## src/rtl/sobel_pkg.sv

```systemverilog
// Shared types and helpers for the Sobel gradient pipeline.
package sobel_pkg;

    localparam int GRAD_W = 8;

    typedef logic signed [GRAD_W-1:0] grad_t;
    typedef logic        [GRAD_W-1:0] mag_t;

    // Clamp any magnitude up to 2*GRAD_W+1 bits into the output range.
    function automatic mag_t sat_mag(input logic [2*GRAD_W:0] value);
        return (value > (2*GRAD_W+1)'({GRAD_W{1'b1}})) ? '1 : value[GRAD_W-1:0];
    endfunction

endpackage

```

## src/rtl/total_gradient_if.sv

```systemverilog
// Streaming gradient bus: gx/gy/threshold in, magnitude/edge flag out.
interface total_gradient_if
    import sobel_pkg::*;
#(
    parameter int WIDTH = GRAD_W
);
    logic             in_valid;
    logic [WIDTH-1:0] gx;
    logic [WIDTH-1:0] gy;
    logic [WIDTH-1:0] threshold;
    logic [WIDTH-1:0] g;
    // "edge" is a reserved word, so the flag is carried as is_edge.
    logic             is_edge;
    logic             out_valid;

    modport master (
        output in_valid, gx, gy, threshold,
        input  g, is_edge, out_valid
    );

    modport slave (
        input  in_valid, gx, gy, threshold,
        output g, is_edge, out_valid
    );
endinterface

```

## src/rtl/total_gradient_isqrt.sv

```systemverilog
// Combinational unrolled restoring integer square root; built only when
// TOTAL_GRADIENT_SQRT_EN is defined.
`ifdef TOTAL_GRADIENT_SQRT_EN
module isqrt #(
    parameter int IN_W  = 17,
    parameter int OUT_W = (IN_W + 1) / 2
) (
    input  logic [IN_W-1:0]  radicand,
    output logic [OUT_W-1:0] root
);
    logic [2*OUT_W-1:0] rad;
    logic [OUT_W+1:0]   rem;
    logic [OUT_W+1:0]   trial;
    logic [OUT_W-1:0]   acc;

    assign rad = (2*OUT_W)'(radicand);

    // Remainder never exceeds 2*acc, so its top two bits are free before each shift.
    always_comb begin
        rem   = '0;
        acc   = '0;
        trial = '0;
        for (int unsigned i = OUT_W; i >= 1; i--) begin
            rem   = {rem[OUT_W-1:0], rad[2*i-1 -: 2]};
            trial = {acc, 2'b01};
            if (rem >= trial) begin
                rem = rem - trial;
                acc = (acc << 1) | OUT_W'(1);
            end else begin
                acc = acc << 1;
            end
        end
        root = acc;
    end
endmodule
`endif

```

## src/rtl/total_gradient.sv

```systemverilog
// Two-stage gradient magnitude: |gx|+|gy| saturated (default) or
// floor(sqrt(gx^2+gy^2)) saturated when TOTAL_GRADIENT_SQRT_EN is defined.
module total_gradient
    import sobel_pkg::*;
#(
    parameter int WIDTH = GRAD_W
) (
    input logic             clk,
    input logic             rst,
    total_gradient_if.slave bus
);
    function automatic logic [WIDTH-1:0] abs_val(input logic [WIDTH-1:0] v);
        return v[WIDTH-1] ? WIDTH'(~v + 1'b1) : v;
    endfunction

    logic [WIDTH-1:0] ax;
    logic [WIDTH-1:0] ay;
    logic [WIDTH-1:0] thr_s1;
    logic             valid_s1;
    logic [WIDTH:0]   mag;
    logic [WIDTH-1:0] g_next;
    logic [WIDTH-1:0] g_q;
    logic             edge_q;
    logic             valid_q;

    assign ax = abs_val(bus.gx);
    assign ay = abs_val(bus.gy);

`ifdef TOTAL_GRADIENT_SQRT_EN
    logic [2*WIDTH:0] sq_next;
    logic [2*WIDTH:0] sq_s1;

    assign sq_next = (2*WIDTH+1)'(ax) * (2*WIDTH+1)'(ax)
                   + (2*WIDTH+1)'(ay) * (2*WIDTH+1)'(ay);

    always_ff @(posedge clk) begin
        if (rst) begin
            sq_s1 <= '0;
        end else begin
            sq_s1 <= sq_next;
        end
    end

    isqrt #(
        .IN_W  (2*WIDTH+1),
        .OUT_W (WIDTH+1)
    ) u_isqrt (
        .radicand (sq_s1),
        .root     (mag)
    );
`else
    logic [WIDTH-1:0] ax_s1;
    logic [WIDTH-1:0] ay_s1;

    always_ff @(posedge clk) begin
        if (rst) begin
            ax_s1 <= '0;
            ay_s1 <= '0;
        end else begin
            ax_s1 <= ax;
            ay_s1 <= ay;
        end
    end

    assign mag = {1'b0, ax_s1} + {1'b0, ay_s1};
`endif

    assign g_next = mag[WIDTH] ? '1 : mag[WIDTH-1:0];

    // Data registers load every cycle; only valid and the edge flag are qualified.
    always_ff @(posedge clk) begin
        if (rst) begin
            thr_s1   <= '0;
            valid_s1 <= 1'b0;
            g_q      <= '0;
            edge_q   <= 1'b0;
            valid_q  <= 1'b0;
        end else begin
            thr_s1   <= bus.threshold;
            valid_s1 <= bus.in_valid;
            g_q      <= g_next;
            edge_q   <= valid_s1 && (g_next >= thr_s1);
            valid_q  <= valid_s1;
        end
    end

    assign bus.g         = g_q;
    assign bus.is_edge   = edge_q;
    assign bus.out_valid = valid_q;
endmodule

```

## src/flat_wrapper.sv

```systemverilog
// flat-port wrapper written by rule: the top's interface ports become plain ports
module total_gradient_flat import sobel_pkg::*;
#(
    parameter int WIDTH = GRAD_W
)
  (clk, rst, bus_in_valid, bus_gx, bus_gy, bus_threshold, bus_g, bus_is_edge, bus_out_valid);
  total_gradient_if #(.WIDTH(WIDTH)) bus_i ();
  input logic clk;
  input logic rst;
  input wire logic [$bits(bus_i.in_valid)-1:0] bus_in_valid;
  input wire logic [$bits(bus_i.gx)-1:0] bus_gx;
  input wire logic [$bits(bus_i.gy)-1:0] bus_gy;
  input wire logic [$bits(bus_i.threshold)-1:0] bus_threshold;
  output wire logic [$bits(bus_i.g)-1:0] bus_g;
  output wire logic [$bits(bus_i.is_edge)-1:0] bus_is_edge;
  output wire logic [$bits(bus_i.out_valid)-1:0] bus_out_valid;
  assign bus_i.in_valid = bus_in_valid;
  assign bus_i.gx = bus_gx;
  assign bus_i.gy = bus_gy;
  assign bus_i.threshold = bus_threshold;
  assign bus_g = bus_i.g;
  assign bus_is_edge = bus_i.is_edge;
  assign bus_out_valid = bus_i.out_valid;
  total_gradient #(.WIDTH(WIDTH)) u_core (.clk(clk), .rst(rst), .bus(bus_i));
endmodule
```

## config.mk

```make
export PLATFORM = sky130hd
export DESIGN_NAME = total_gradient_flat
export DESIGN_NICKNAME = d
export VERILOG_FILES = /design/src/rtl/sobel_pkg.sv /design/src/rtl/total_gradient_if.sv /design/src/rtl/total_gradient_isqrt.sv /design/src/rtl/total_gradient.sv /design/src/flat_wrapper.sv
export SDC_FILE = /design/constraint.sdc
export NUM_CORES = 1
export LEC_CHECK = 0
export ABC_AREA = 1
export BUFFER_PORTS_ARGS = -buffer_cell sky130_fd_sc_hd__clkbuf_2
export CORE_MARGIN = 10
export CORE_UTILIZATION = 40
export CTS_BUF_LIST = sky130_fd_sc_hd__clkbuf_16
export CTS_CLUSTER_DIAMETER = 50
export DETAILED_ROUTE_END_ITERATION = 6
export GPL_TIMING_DRIVEN = 0
export MAX_ROUTING_LAYER = met4
export PLACE_DENSITY_LB_ADDON = 0.08
export SLEW_MARGIN = 40
export SYNTH_ARGS = -nofsm -noshare
export SYNTH_HDL_FRONTEND = slang
export SYNTH_SLANG_ARGS = --single-unit
```

## constraint.sdc

```tcl
create_clock -name clk -period 3.8 [get_ports clk]
set_input_delay 0.57 -clock clk [delete_from_list [all_inputs] [get_ports clk]]
set_output_delay 0.57 -clock clk [all_outputs]
set_load 0.01 [all_outputs]
```

Word-level counts from Yosys, hierarchy flattened --
Cells that the tools add are included.
Operators by class: add/sub/neg operators 3, muxes and demuxes 3, bitwise operators 4, reduce and logical (&&, ||, !) cells 3, order comparisons 1
Operators by type and width (count):
- $add A8 B1 Y8 const B | 2
- $not A8 Y8 | 2
- $mux W7 | 2
- $add A8 B8 Y9 | 1
- $ge A8 B8 Y1 | 1
- $mux W8 | 1
- $reduce_or A2 Y1 | 2
- $not A1 Y1 | 2
- $logic_and A1 B1 Y1 | 1
Storage, ports and cells: logic and storage cells 23, input port bits 27, register bits 35

Depth between registers and ports, before layout --
depth after elaboration 4, gate-level depth with buffers 16

Worst setup path before layout --
Ideal clock, no wire load.
path type reg-to-reg, from register u_core.ay_s1[0], to register u_core.edge_q, in the netlist u_core.bus.is_edge, buffers on the path 0, data required time 3.684 ns, cell stages (with the launch flop) 17, clock period less this slack 2.128 ns, slack 1.672 ns, library setup time 0.116 ns, arrival 2.013 ns, cells stage by stage dfxtp_1 -> ha_1 -> fa_1 -> nand2_1 -> nand2_1 -> nand2_2 -> nor2_2 -> nor2_8 -> nand2_1 -> inv_1 -> ha_1 -> inv_1 -> a21boi_0 -> o21bai_1 -> nand2_1 -> nand2_1 -> a21oi_1
On the way: word-level cells in the longest chain between the ends 4
Ends and longest elaborated chain:
- start: declaration | line total_gradient.sv:53 | logic [WIDTH-1:0] ay_s1;
- start signal: assignment | line total_gradient.sv:61 | ay_s1 <= ay;
- $add A8 B8 Y9 | line total_gradient.sv:65 | assign mag = {1'b0, ax_s1} + {1'b0, ay_s1};
- $mux W8 | line total_gradient.sv:68 | assign g_next = mag[WIDTH] ? '1 : mag[WIDTH-1:0];
- $ge A8 B8 Y1 | line total_gradient.sv:82 | edge_q <= valid_s1 && (g_next >= thr_s1);
- $logic_and A1 B1 Y1 | line total_gradient.sv:82
- end signal: assignment | line total_gradient.sv:82
- end: declaration | line total_gradient.sv:23 | logic edge_q;
Every way passes these cells. A chain may end at the register's enable or synchronous reset.

Worst setup path after layout --
Same ends and word-level chain as after synthesis.

==> results by group <==
Run status
  • Outcome: completed

Finish
  • Non-Filler Instances: 338
  • Finished layout cell area: around 0.0022 sq mm
  • N_diodes: 0
  • Layout Nets: 332
  • Area Overhead vs Synth: 20.7%
  • Fraction of final layout cells with drive strength greater than 1: 18.2%

Synth
  • Synth Flop Type: sky130_fd_sc_hd__dfxtp_1
  • Number of cells produced by synthesis: 244
  • Number of warnings reported in the yosys synthesis log: 0
  • Distinct cell type count after synthesis: 26
  • Synth async-reset ratio: 0%
  • Avg Cell Area, Syn: about 7.4 sq um
  • Share of synthesized area occupied by flip-flops and latches: between 30% and 40%
  • Syn Nets: 290
  • Post-synthesis register bit count: 35
  • Most instantiated cells after synthesis: sky130_fd_sc_hd__inv_1 (58), sky130_fd_sc_hd__nand2_1 (44), sky130_fd_sc_hd__dfxtp_1 (35)
  • Count of flip-flops with a built-in enable after synthesis: 0
  • Top-count cell post-synth: sky130_fd_sc_hd__inv_1
  • Post-Syn Area: ~0.0018 sq mm
  • Area share of the leading cell type in the synthesized netlist: approximately two fifths
  • Top cell type by total area after synthesis: sky130_fd_sc_hd__dfxtp_1
  • Largest cells by area after synthesis: sky130_fd_sc_hd__dfxtp_1 (39%), sky130_fd_sc_hd__ha_1 (12%), sky130_fd_sc_hd__inv_1 (12%)

STA
  • Max-slew headroom at the worst pin: between 70% and 80%
  • Highest attainable clock frequency: 0.420 GHz
  • Period utilisation layout: 62.7%
  • Final Critical Period: approximately 2400 ps
  • Post-route clock skew: 7.07 ps
  • Setup repair after global routing missed its margin: false
  • Final total negative setup slack: 0 ps
  • Pins Over Slew Limit: 0
  • Number of endpoints with negative hold slack in the final report: 0
  • Slew @ Worst Pin: 392 ps
  • Number of failing setup endpoints in the final timing report: 0

Floorplanning
  • Width of the die: between 80 and 90 um
  • Die Height: roughly 87 um
  • Initial standard-cell utilization of the core: 41.5%
  • Die area: 0.00761 sq mm
  • Floorplan row count: 24
  • Placeable core area: 0.00435 sq mm
  • Count of boundary I/O pins: 37

CTS
  • Clock sink count: 35
  • Maximum level of the CTS H-tree: 2
  • Clock tree root buffer cell: sky130_fd_sc_hd__clkbuf_16
  • Total CTS buffers: 5
  • Clk pin slew, worst setup/hold paths: 50 ps
  • TritonCTS clock tree: yes
  • Setup repair bufs after CTS: 0
  • Number of buffers inserted by hold repair at cts: 0
  • Number of resized instances in the post-cts repair step: 0
  • Maximum buffer depth of the clock tree: 2
  • Clock latency on the worst-skew pair: 280 ps

Min path
  • Worst min-delay path category: flop to flop
  • Hold wc startpoint: u_core.valid_s1

GRT
  • First-pass GRT wire length: 6310 um
  • Pin count of the biggest net entering global routing: 11
  • Initial antenna violation count: 0
  • Total gr overflow: 0
  • All-layer global routing usage: 10.5%
  • Via count of the first global-routing pass: 1489

Setup path
  • CP required: 3970 ps
  • CP Launch Point: u_core.ay_s1[0]
  • Critical Path, Cell by Cell: ha_1 -> fa_1 -> nand2_1 -> nand2_1 -> nand2_2 -> nor2_2 -> nor2_8 -> nand2_1 -> inv_1 -> ha_1 -> inv_1 -> a21boi_0 -> o21bai_1 -> nand2_1 -> nand2_1 -> a21oi_1
  • Critical path class: flop to flop
  • R2r startpoint: u_core.ay_s1[0]
  • Slowest cell on crit path: sky130_fd_sc_hd__fa_1
  • Slowest Stage Delay on Critical Path: 400 ps
  • Startpoint types: flop
  • Highest net fanout along the worst path: 10
  • Top cell by count, worst path: sky130_fd_sc_hd__nand2_1
  • Critical Path Sink Type: flop
  • Worst endpoint data arrival time: 2550 ps

Power
  • Switching component of the power: 0.000247 W
  • Share of total power consumed by net switching: 25.9%
  • Relative contribution of sequential cells to total power: 42.2%
  • Internal: ~0.00070 W
  • Pwr/cell area: 436 mW/mm^2
  • Leak pwr: 1.28 nW
  • Power after layout: 0.000951 W
  • Highest ir drop seen on vdd: 0.172 mV
  • Combinational group share of total power: between 10% and 20%
  • Relative contribution of the clock network to total power: between 30% and 40%

Routing
  • Number of design-rule violations left by the first detailed-router iteration: 51
  • Post-DR wirelength/cell: slightly above 10 um
  • Ratio of routed vias to standard cells: 4.36
  • DRC viols: 0
  • Antenna-violating nets left: 0
  • Number of vias in the routed layout: 1472
  • WL final: between 3000 and 4000 um
  • Drt first pass iters: 4

Place
  • Total placed cells including tap cells: 331
  • Placed cell area: between 0.002 and 0.0025 sq mm
  • Number of buffers inserted by port buffering: 35
  • Half-perimeter wire length after placement: 2900 um
  • Weighted congestion reported at the end of routability-driven placement: approximately 0.84

Flow run
  • Number of maximum-capacitance constraint violations: 0
==> worst paths after layout <==
path                            slack (ps)  cells past startpoint                   end
worst max-delay path                  1420                     16    u_core.bus.is_edge
worst min register to register         440                      2  u_core.bus.out_valid
worst max register to register        1420                     16    u_core.bus.is_edge
worst min-delay path                   440                      2  u_core.bus.out_valid
==> power groups by stage <==
stage               clock [W]  combinational, W  sequential [W]
finish               0.000373          0.000177        0.000401
global placement            0          0.000178        0.000409
CTS                  0.000380          0.000182        0.000402
global route         0.000399          0.000216        0.000405
detailed placement          0          0.000180        0.000409
floorplan                   0          0.000122        0.000414
==> critical path, delay by kind of cell (launching register included) <==
kind / cells / cell delay [ps]
adders and majority gates: 3 / 840
DFF: 1 / 300
and+or+nand+nor: 8 / 750
AOI/OAI and AO/OA: 3 / 260
buffers and inverters: 2 / 110
==> layer usage <==
| layer | vias to the layer above | track usage, % | part of all wire (%) |
|---|---|---|---|
| li1 | 837 | - | - |
| met1 | 598 | 12.2 | 48 |
| met2 | 28 | 16.9 | 46 |
| met3 | 9 | 2.90 | 4.4 |
| met4 | 0 | 3.91 | 1.6 |
| met5 | - | - | 0 |
==> area by class of cell <==
| class | instances | area, sq um |
|---|---|---|
| buffer | 3 | 13.8 |
| clock buffer | 5 | 125 |
| clock inverter | 2 | 8.76 |
| fill | 448 | 2170 |
| inverter | 58 | 218 |
| multi-input combinational | 148 | 876 |
| sequential | 35 | 701 |
| tap | 52 | 65.1 |
| timing repair buffer | 35 | 175 |
==> cells by family (layout without fill, tap and decap cells) <==
| kind of cell | count (synthesis) | after routing | share of synthesized area, % |
|---|---|---|---|
| simple gates | 86 | 86 | 21.4 |
| buf+inv | 61 | 103 | 12.8 |
| compound gates | 41 | 41 | 12.5 |
| flops | 35 | 35 | 38.8 |
| fa+ha+maj | 19 | 19 | 13.6 |
| xor+xnor | 2 | 2 | 0.969 |
==> registers in the layout, summed over array words and instances, names as in the netlist <==
name and flops:
u_core.ax_s1 8, u_core.ay_s1 8, u_core.bus.g 8, u_core.thr_s1 8
u_core.bus.is_edge 1, u_core.bus.out_valid 1, u_core.valid_s1 1
==> metrics by stage <==
stage / hold slack [ps] / setup slack [ps] / utilization [%]
4_1_cts: 443 / 1390 / 50.1
2_1_floorplan: 408 / 1670 / -
3_5_place_dp: 431 / 1410 / 47.0
5_1_grt: 468 / 1160 / 50.1
3_3_place_gp: 427 / 1410 / 47.0
6_report: 442 / 1420 / 50.1
==> cells in the final DEF (no fill, tap or decap), drive strengths merged <==
master  instances
nand2          46
nand4           1
clkbuf         40
a21boi          1
nor3            2
xnor2           1
dfxtp          35
nand3          12
nor2           23
buf             3
ha             18
o31ai           1
clkinv          2
o21bai          1
inv            58
or2             2
xor2            1
o21ai          11
o21a            4
fa              1
a21oi          23
Power figures use the tool's default switching activity.
